[config.mk]
export PLATFORM = sky130hd
export DESIGN_NAME = rate_divider_prog
export DESIGN_NICKNAME = d
export VERILOG_FILES = /design/src/rtl/rate_div_pkg.sv /design/src/rtl/rate_shadow_reg.sv /design/src/rtl/rate_divider_prog.sv
export SDC_FILE = /design/constraint.sdc
export NUM_CORES = 1
export LEC_CHECK = 0
export BUFFER_PORTS_ARGS = -buffer_cell sky130_fd_sc_hd__buf_2
export CORE_AREA = 2 2 120 122
export CTS_CLUSTER_SIZE = 16
export DETAILED_ROUTE_END_ITERATION = 16
export DIE_AREA = 0 0 122 124
export GPL_TIMING_DRIVEN = 0
export PLACE_DENSITY_LB_ADDON = 0.1
export RECOVER_POWER = 50
export SLEW_MARGIN = 20
export SYNTH_ARGS = -nofsm -noshare
export SYNTH_HDL_FRONTEND = slang
export SYNTH_HIERARCHICAL = 1
export SYNTH_SLANG_ARGS = --single-unit
[constraint.sdc]
create_clock -name clk -period 5.25 [get_ports clk]
set_input_delay 1.575 -clock clk [delete_from_list [all_inputs] [get_ports clk]]
set_output_delay 1.575 -clock clk [all_outputs]
set_load 0.01 [all_outputs]
[src/rtl/rate_div_pkg.sv]
// Shared definitions for the programmable rate divider: FSM states,
// mode encodings and the stock 50 MHz -> 1 Hz terminal count.
package rate_div_pkg;

    typedef enum logic {
        ST_IDLE = 1'b0,
        ST_RUN  = 1'b1
    } div_state_t;

    localparam logic MODE_FREE    = 1'b0;
    localparam logic MODE_ONESHOT = 1'b1;

    localparam int unsigned RATE_1HZ_AT_50MHZ = 49_999_999;

endpackage

[src/rtl/rate_shadow_reg.sv]
// Shadow/active rate pair with a load/ack handshake. A loaded rate waits in
// the shadow until the owner signals a safe point through apply.
module rate_shadow_reg
    import rate_div_pkg::*;
#(
    parameter int unsigned WIDTH        = 27,
    parameter int unsigned DEFAULT_RATE = RATE_1HZ_AT_50MHZ
) (
    input  logic             clk,
    input  logic             reset,
    input  logic [WIDTH-1:0] rate_in,
    input  logic             rate_load,
    input  logic             apply,
    output logic [WIDTH-1:0] rate_active,
    output logic             rate_ack
);

    localparam logic [WIDTH-1:0] RESET_RATE = WIDTH'(DEFAULT_RATE);

    logic [WIDTH-1:0] shadow_q, shadow_d;
    logic [WIDTH-1:0] active_q, active_d;
    logic             pending_q, pending_d;
    logic             ack_q, ack_d;

    // Apply is evaluated before capture so a load coinciding with apply
    // promotes the previous shadow and leaves the new value pending.
    always_comb begin
        shadow_d  = shadow_q;
        active_d  = active_q;
        pending_d = pending_q;
        ack_d     = rate_load;
        if (apply && pending_q) begin
            active_d  = shadow_q;
            pending_d = 1'b0;
        end
        if (rate_load) begin
            shadow_d  = rate_in;
            pending_d = 1'b1;
        end
    end

    always_ff @(posedge clk or negedge reset) begin
        if (!reset) begin
            shadow_q  <= RESET_RATE;
            active_q  <= RESET_RATE;
            pending_q <= 1'b0;
            ack_q     <= 1'b0;
        end else begin
            shadow_q  <= shadow_d;
            active_q  <= active_d;
            pending_q <= pending_d;
            ack_q     <= ack_d;
        end
    end

    assign rate_active = active_q;
    assign rate_ack    = ack_q;

endmodule

[src/rtl/rate_divider_prog.sv]
// Programmable rate divider: free-run or one-shot tick generator with
// pause, synchronous clear and glitch-free rate reprogramming.
module rate_divider_prog
    import rate_div_pkg::*;
#(
    parameter int unsigned WIDTH        = 27,
    parameter int unsigned DEFAULT_RATE = RATE_1HZ_AT_50MHZ
) (
    input  logic             clk,
    input  logic             reset,
    input  logic             enable,
    input  logic             mode,
    input  logic             start,
    input  logic             clear,
    input  logic [WIDTH-1:0] rate_in,
    input  logic             rate_load,
    output logic             rate_ack,
    output logic [WIDTH-1:0] count_out,
    output logic             tick,
    output logic             busy
);

    div_state_t       state_q, state_d;
    logic [WIDTH-1:0] count_q, count_d;
    logic [WIDTH-1:0] rate_active;
    logic             at_terminal;

    rate_shadow_reg #(
        .WIDTH        (WIDTH),
        .DEFAULT_RATE (DEFAULT_RATE)
    ) u_shadow (
        .clk         (clk),
        .reset       (reset),
        .rate_in     (rate_in),
        .rate_load   (rate_load),
        .apply       ((state_q == ST_IDLE) || tick),
        .rate_active (rate_active),
        .rate_ack    (rate_ack)
    );

    assign at_terminal = (count_q == rate_active);
    assign tick        = (state_q == ST_RUN) && enable && at_terminal;
    assign busy        = (state_q == ST_RUN);
    assign count_out   = count_q;

    always_comb begin
        state_d = state_q;
        count_d = count_q;
        if (clear) begin
            state_d = ST_IDLE;
            count_d = '0;
        end else begin
            unique case (state_q)
                ST_IDLE: begin
                    count_d = '0;
                    if (enable && ((mode == MODE_FREE) || start)) begin
                        state_d = ST_RUN;
                    end
                end
                ST_RUN: begin
                    if (enable) begin
                        if (at_terminal) begin
                            count_d = '0;
                            if (mode == MODE_ONESHOT) begin
                                state_d = ST_IDLE;
                            end
                        end else begin
                            count_d = count_q + WIDTH'(1);
                        end
                    end
                end
                default: begin
                    state_d = ST_IDLE;
                    count_d = '0;
                end
            endcase
        end
    end

    always_ff @(posedge clk or negedge reset) begin
        if (!reset) begin
            state_q <= ST_IDLE;
            count_q <= '0;
        end else begin
            state_q <= state_d;
            count_q <= count_d;
        end
    end

endmodule

==> results.cfg, run 1 <==
[timing]
finalCritPeriodShare_pct = 74.4
finalSetupTns_ps = 0
setup_slack_ps = 1340
rsz0062_at_grt = false
hold_viol = 0
fin_skew_ps = 6.41
slew_headroom_pct = 1.29
slew_violations = 0
setup_viol = 0
fmax_mhz = 256
worstMarginPinSlew_ps = 1480
period_needed_ps = 3910

[placed_design]
io_buffers = 63
dpl_worst_slack_ps = 1340
dpl.hpwl_um = 7060
gp_congestion = 0.795

[yosys]
syn_nets = 362
yosys_warnings = 6
yosysUniqueCellTypes = 45
synth_area_mm2 = 0.00411
synth_edf_count = 0
avgSynthCellArea_um2 = 12.6
syn_inst = 327
synthArstFlopShare_pct = 100
ys.flop_type = dfrtp_1
ys_seq_elements = 84
yosysSeqAreaShare_pct = 52.3

[clock_tree]
cts_buffers = 9
cts_hold_buffers = 0
ctsResizeCount = 0
htree_levels = 3
clock-sinks = 84
cts_tree = done
cts_root_buffer = clkbuf_16
clk_pin_slew_worst_paths_ps = 60
clkLatencyLatePin_ps = 340
cts_setup_buffers = 0
max-clock-path-buffers = 2

[global_route]
overflow = 0
grt_max_degree = 60
grt_pass1_wl_um = 15000
grt_pass1_vias = 2533
antenna_found_initial = 0
grt_usage_pct = 13.6

[critical_path]
arrival_ps = 2330
worstReg2RegStart = count_out[7]
critPathCapture = tick
ff2ff_path_depth = 8
crit_start = enable
path_max_fanout = 6
r2r_slack_ps = 2610
required_ps = 3680
path_class = in2out
end_kind = output pin
r2r-end = u_shadow/rate_active[18]
start_kind = input pin

[run_status]
status = finished, final reports clean

[floorplan]
num_rows = 43
die-width_um = 122
die_h_um = 124
start_util_pct = 29.9
core_area_mm2 = 0.0137
pin_count = 64
dieArea_mm2 = 0.0151

[worst_hold_path]
min-delay-path-class = reg2reg

[final_layout]
drive_above_1_share_pct = 45.9
syn_to_final_growth_pct = 20.3
n_antenna_cell = 0
final_nets = 437

[power_and_ir_drop]
ir_drop_uv = 122
p_leak_uw = 0.00217
power.density_mw_per_mm2 = 335

[job]
drv_cap = 0

[routing]
viasPerCell = 4.53
antenna_left = 0
drc = 0
avgRoutedWirePerCell_um = 16.2
routed_wl_um = 9530
dr.pass1.iters = 4
num_vias = 2661
drt-initial-drc-count = 128
kinds of logic after synthesis:
| group | after synthesis | synth area share, % |
|---|---|---|
| xor gates and xnor gates | 41 | 8.74 |
| and+or+nand+nor | 111 | 15.0 |
| muxes | 54 | 16.6 |
| AOI/OAI and AO/OA | 19 | 3.60 |
| buffers and inverters | 17 | 3.44 |
| adders and majority gates | 1 | 0.305 |
| DFF | 84 | 52.3 |
worst max-delay path, cell delays in order:
cell and delay [ps]:
buf_2 160, inv_1 130, nor2_1 200, and2_1 150, buf_2 120
synthesized netlist by cell type, types with 4 or more instances:
master    n  area (um2)
xor2_1   12         105
mux2_2   34         383
nor2_1   25        93.8
inv_1     4        15.0
buf_6     5        56.3
nand4_1  16         100
dfstp_2  36         946
nand2_1  27         101
nand3_1  19        95.1
o21ai_1   4        20.0
mux2_4   20         300
dfrtp_1  48        1200
xnor2_1  29         254
cells in the final DEF, fill, tap and decap left out, types with 2 or more instances in the layout:
cell / synthesis / layout
nand4_1: 16 / 16
a22oi_1: 3 / 3
nand2_1: 27 / 27
buf_12: 2 / 2
xnor2_1: 29 / 29
clkbuf_1: 2 / 9
nand2b_1: 2 / 2
or2_0: 2 / 2
nor3_2: 2 / 2
nand3_1: 19 / 19
buf_6: 5 / 3
xor2_1: 12 / 12
dfrtp_1: 48 / 48
buf_2: 3 / 64
mux2_4: 20 / 20
nand3_2: 3 / 3
o311ai_1: 3 / 3
dfstp_2: 36 / 36
and3_1: 3 / 3
nor2_1: 25 / 25
clkbuf_16: 0 / 11
o21ai_1: 4 / 4
inv_1: 4 / 4
mux2_2: 34 / 34
nand2_4: 2 / 2
worst min-delay path by stage:
stage | start | endpoint | slack [ps] | depth (start not counted)
floorplan | u_shadow/shadow_q[26] | u_shadow/shadow_q[26] | 480 | 1
CTS | u_shadow/shadow_q[10] | u_shadow/rate_active[10] | 510 | 1
global placement | u_shadow/shadow_q[16] | u_shadow/rate_active[16] | 490 | 1
global route | u_shadow/shadow_q[18] | u_shadow/shadow_q[18] | 520 | 1
detailed placement | u_shadow/shadow_q[8] | u_shadow/rate_active[8] | 490 | 1
finish | u_shadow/shadow_q[26] | u_shadow/rate_active[26] | 500 | 1
final cells by class:
class | count | area (um2)
clock buffers | 14 | 297
plain buffers | 13 | 108
repair buffers | 64 | 318
inverters | 4 | 15.0
flip-flops and latches | 84 | 2150
clock inverters | 2 | 12.5
fillers | 1389 | 8780
well taps | 180 | 225
multi-input cells | 226 | 1820
state kept, by name (all words and copies together) (netlist names):
signal,cells
busy,1
count_out,27
u_shadow/pending_q,1
u_shadow/rate_ack,1
u_shadow/rate_active,27
u_shadow/shadow_q,27
power by group:
group / total, uW / internal, uW / leakage [uW] / switching (uW)
Combinational: 208 / 126 / 0.00102 / 82.4
Sequential: 797 / 747 / 0.00100 / 49.5
Clock: 651 / 391 / 0.000149 / 260
stage by stage:
stage                     cells  util [%]  hold slack, ps  area (um2)  power, uW
after floorplan             327         -             477        4110        951
after global placement      570      33.9             487        4650       1020
after detailed placement    571      34.1             492        4680       1030
after CTS                   587      36.4             509        4990       1690
after global routing        587      36.0             516        4940       1740
final                       587      36.0             504        4940       1660
layer usage:
metal / up-vias / track usage (%) / routed length, um
li1: 1304 / - / -
met1: 1297 / 19.0 / 4680
met2: 50 / 20.2 / 4320
met3: 10 / 3.02 / 361
met4: 0 / 6.03 / 173
met5: - / 0 / 0
No activity file was read; power rests on OpenSTA's default activity.
==> run 2: changes to the inputs <==
Clock period 5.25 ns to 3.5 ns, I/O delays scaled along.
==> run 2 against run 1 <==
Net effect: the run now ends with capacitance limit, slew limit left; routed wire length grew 0.35%; via count down 0.30%; setup slack got worse by 1200 ps; critical endpoint unchanged.
==> results.cfg, run 2 (synthesis gave the netlist of run 1 again) <==
[run_status]
status = finished, violations left
violations = capacitance limit, slew limit

[clock_tree]
ctsResizeCount = 0
cts_root_buffer = clkbuf_16
cts_tree = done
clkLatencyLatePin_ps = 340
clock-sinks = 84
max-clock-path-buffers = 2
htree_levels = 3
clk_pin_slew_worst_paths_ps = 60
cts_buffers = 9

[power_and_ir_drop]
combPwrFrac_pct = 12.7
p_total_uw = 2490
p_int_uw = 1900
clkPwrFrac_pct = 39.3
seqPwrFrac_pct = 48.0
power_switching_uw = 590
ir_drop_uv = 183
p_sw_share_pct = 23.7
p_leak_uw = 0.00219
power.density_mw_per_mm2 = 500

[timing]
fmax_mhz = 298
finalCritPeriodShare_pct = 96.0
setup_slack_ps = 139
finalSetupTns_ps = 0
worstMarginPinSlew_ps = 1620
slew_violations = 26
slew_headroom_pct = -7.88
period_needed_ps = 3360
rsz0062_at_grt = false
hold_viol = 0
setup_viol = 0
fin_skew_ps = 6.01

[final_layout]
final_area_mm2 = 0.00498
final_cell_mix = buf_2, dfrtp_1, dfstp_2, mux2_2, xnor2_1
n_antenna_cell = 0
final_common_cell = buf_2
utilization_pct = 36.3
drive_above_1_share_pct = 46.2
final_nets = 439
syn_to_final_growth_pct = 21.2

[placed_design]
io_buffers = 63
dpl_worst_slack_ps = 490
post_dp_cell_area_mm2 = 0.00468
gp_congestion = 0.795
dpl.hpwl_um = 7060

[critical_path]
arrival_ps = 2310
cp_cell_sequence = xnor2_1, nand4_1, nor4_4, nand2_4, nor2_1, and2_1, buf_2
crit_start = count_out[7]
worstReg2RegStart = count_out[7]
path_class = reg2out
cp_slowest_cell = dfrtp_1
required_ps = 2450
start_kind = flop
end_kind = output pin
max_stage_delay_ps = 480
path_max_fanout = 8

[global_route]
grt_usage_pct = 13.6
antenna_found_initial = 0
grt_pass1_wl_um = 15000
grt_pass1_vias = 2533
top_usage_layer = met2
globalRouteMet3Util_pct = 3.02
overflow = 0
grt_max_degree = 60
gr-usage-met2_pct = 20.2
use_met1_pct = 19.0

[routing]
dr.pass1.iters = 4
antenna_left = 0
viasPerCell = 4.50
num_vias = 2653
routed_wl_um = 9570
avgRoutedWirePerCell_um = 16.2
drc = 0
drt-initial-drc-count = 115

[floorplan]
dieArea_mm2 = 0.0151
start_util_pct = 29.9
die_h_um = 124
core_area_mm2 = 0.0137
pin_count = 64
num_rows = 43
die-width_um = 122

[worst_hold_path]
min-delay-path-class = reg2reg
hold_start = u_shadow/shadow_q[26]

[job]
drv_cap = 1
-- run 2: cell count changes in the layout (fill, tap and decap cells not counted), sizes merged --
cell / delta
clkbuf: -1
buf: +3
-- run 2: power groups by stage --
stage          Sequential [uW]  Combinational [uW]  Clock (uW)
3_3_place_gp              1220                 319           0
5_1_grt                   1210                 345        1060
6_report                  1200                 316         978
4_1_cts                   1200                 329        1010
2_1_floorplan             1190                 241           0
3_5_place_dp              1220                 328           0
-- run 2: stage by stage --
| step | hold slack, ps | cells |
|---|---|---|
| 3_3_place_gp | 487 | 570 |
| 5_1_grt | 516 | 589 |
| 2_1_floorplan | 477 | 327 |
| 3_5_place_dp | 492 | 571 |
| 4_1_cts | 509 | 587 |
| 6_report | 504 | 589 |
-- run 2: worst paths after layout --
check,endpoint,slack (ps),cells past startpoint
worst max-delay path,tick,140,7
worst min-delay path,u_shadow/rate_active[26],500,1
worst max register to register,u_shadow/rate_active[18],870,8
worst min register to register,u_shadow/rate_active[26],500,1
max in group asynchronous,u_shadow/rate_active[14],1350,2
min in group asynchronous,count_out[13],1110,1
-- run 2: what timing repair did --
| action | 4_1_cts | 5_1_grt |
|---|---|---|
| hold buffers | 0 | 0 |
| endpoints found under the setup margin | 0 | 1 |
| buffers inserted | 0 | 2 |
-- run 2: final cells by class --
cell class | count | area [um2]
clock inverter | 2 | 12.5
clock buffer | 14 | 297
sequential | 84 | 2150
inverter | 4 | 15.0
multi-input combinational | 226 | 1820
timing repair buffer | 66 | 355
tap | 180 | 225
fill | 1387 | 8740
buffer | 13 | 108
-- run 2: worst max-delay path: cells and delay by family (launching register included) --
family                    cells  cell delay [ps]
buffers and inverters         1              120
DFF                           1              480
xor gates and xnor gates      1              290
and+or+nand+nor               5             1080
-- run 2: metal layers --
metal  up-vias  routed length [um]
met3        10                 374
li1       1309                   -
met4         0                 173
met1      1287                4670
met5         -                   0
met2        47                4340
==> run 3: changes to the inputs <==
Settings changed: SETUP_SLACK_MARGIN set to 0.2.
==> run 3 against run 2 <==
Net effect: the run still ends with capacitance limit, slew limit left; sequential share of layout area shrank 0.27 points; routed wire length fell by 0.15%; critical path depth did not move; total power rose by 0.12%; setup slack improved by 180 ps; final area rose by 0.63%; global-route usage hardly changed; non-clock buffer count grew 1; combinational power rose by 2%; critical path type unchanged; largest power group unchanged.
==> results.cfg, run 3 (synthesis gave the netlist of run 1 again) <==
[run_status]
status = finished, violations left
violations = capacitance limit, slew limit

[routing]
dr.pass1.iters = 4
avgRoutedWirePerCell_um = 16.2
drt-initial-drc-count = 133
routed_wl_um = 9550
drc = 0
num_vias = 2672
viasPerCell = 4.53
antenna_left = 0

[floorplan]
pin_count = 64
core_area_mm2 = 0.0137
die-width_um = 122
num_rows = 43
die_h_um = 124
dieArea_mm2 = 0.0151
start_util_pct = 29.9

[critical_path]
path_class = reg2out
crit_start = u_shadow/rate_active[22]
critPathCapture = tick
r2r-end = u_shadow/rate_active[18]
arrival_ps = 2130
required_ps = 2450
end_kind = output pin
path_max_fanout = 5
r2r_slack_ps = 860
worstReg2RegStart = u_shadow/rate_active[22]
start_kind = flop
ff2ff_path_depth = 9

[placed_design]
placed_cells = 571
dpl.hpwl_um = 7060
io_buffers = 63
post_dp_cell_area_mm2 = 0.00468
gp_congestion = 0.795

[timing]
finalCritPeriodShare_pct = 90.9
rsz0062_at_grt = false
hold_viol = 0
period_needed_ps = 3180
fin_skew_ps = 6.15
fmax_mhz = 314
worstMarginPinSlew_ps = 1610
slew_violations = 26
hold_ws_ps = 503
slew_headroom_pct = -7.42
finalSetupTns_ps = 0
setup_viol = 0

[power_and_ir_drop]
p_total_uw = 2490
combPwrFrac_pct = 12.9
p_sw_share_pct = 23.7
ir_drop_uv = 184
power.density_mw_per_mm2 = 498
power_switching_uw = 591
seqPwrFrac_pct = 48.0
clkPwrFrac_pct = 39.1
p_leak_uw = 0.00221
p_int_uw = 1900

[clock_tree]
clock-sinks = 84
max-clock-path-buffers = 2
cts_tree = done
clk_pin_slew_worst_paths_ps = 60
cts_buffers = 9
htree_levels = 3
clkLatencyLatePin_ps = 340
cts_root_buffer = clkbuf_16
cts_hold_buffers = 0

[global_route]
overflow = 0
antenna_found_initial = 0
grt_usage_pct = 13.6
grt_max_degree = 60
grt_pass1_wl_um = 15000
grt_pass1_vias = 2535

[worst_hold_path]
min-delay-path-class = reg2reg

[final_layout]
final_common_cell = buf_2
final_nets = 440
layout.cells.non_filler = 590
drive_above_1_share_pct = 47.1
n_antenna_cell = 0
final_area_mm2 = 0.00501
syn_to_final_growth_pct = 22.0
final_cell_mix = buf_2, dfrtp_1, dfstp_2, mux2_2

[job]
drv_cap = 1
run 3: repair_timing:
| action | 4_1_cts | 5_1_grt |
|---|---|---|
| endpoints found under the setup margin | 1 | 1 |
| resized for setup | 1 | 3 |
| cloned | 0 | 0 |
| buffers inserted | 1 | 2 |
| pin swaps | 1 | 3 |
run 3: per-stage QoR:
stage | utilization (%) | worst slack (ps)
finish | 36.5 | 319
global route | 36.5 | 201
CTS | 36.5 | 217
detailed placement | 34.1 | 490
global placement | 33.9 | 496
floorplan | - | 857
run 3: power by group through the flow:
stage | Sequential [uW] | Clock, uW | Combinational [uW]
global placement | 1220 | 0 | 319
global route | 1210 | 1060 | 349
finish | 1200 | 975 | 321
CTS | 1200 | 1010 | 331
detailed placement | 1220 | 0 | 328
floorplan | 1190 | 0 | 241
run 3: layout make-up:
type,instances,area [um2]
clock inverter,2,12.5
tap,180,225
multi-input combinational,226,1840
fill,1386,8710
buffer,13,108
timing repair buffer,67,363
inverter,4,15.0
clock buffer,14,297
sequential,84,2150
run 3: critical path, cell delays in order (launching register included):
cell,delay [ps]
dfstp_2,550
xnor2_1,160
nand4_1,180
nor4_4,390
nand2_4,110
nor2_2,140
and2_1,140
buf_2,120
run 3: metal layers:
metal,vias to the layer above,share of wire (%),track usage [%]
met5,-,0,0
met4,0,1.8,6.03
met3,10,4.1,3.02
met2,56,46,20.3
met1,1298,48,19.0
li1,1308,-,-
run 3: worst min path at each step:
stage	depth (start not counted)	end	from	slack, ps
3_3_place_gp	1	u_shadow/rate_active[16]	u_shadow/shadow_q[16]	490
5_1_grt	1	u_shadow/shadow_q[18]	u_shadow/shadow_q[18]	520
4_1_cts	1	u_shadow/rate_active[10]	u_shadow/shadow_q[10]	510
6_report	1	u_shadow/rate_active[26]	u_shadow/shadow_q[26]	500
3_5_place_dp	1	u_shadow/rate_active[8]	u_shadow/shadow_q[8]	490
2_1_floorplan	1	u_shadow/shadow_q[26]	u_shadow/shadow_q[26]	480
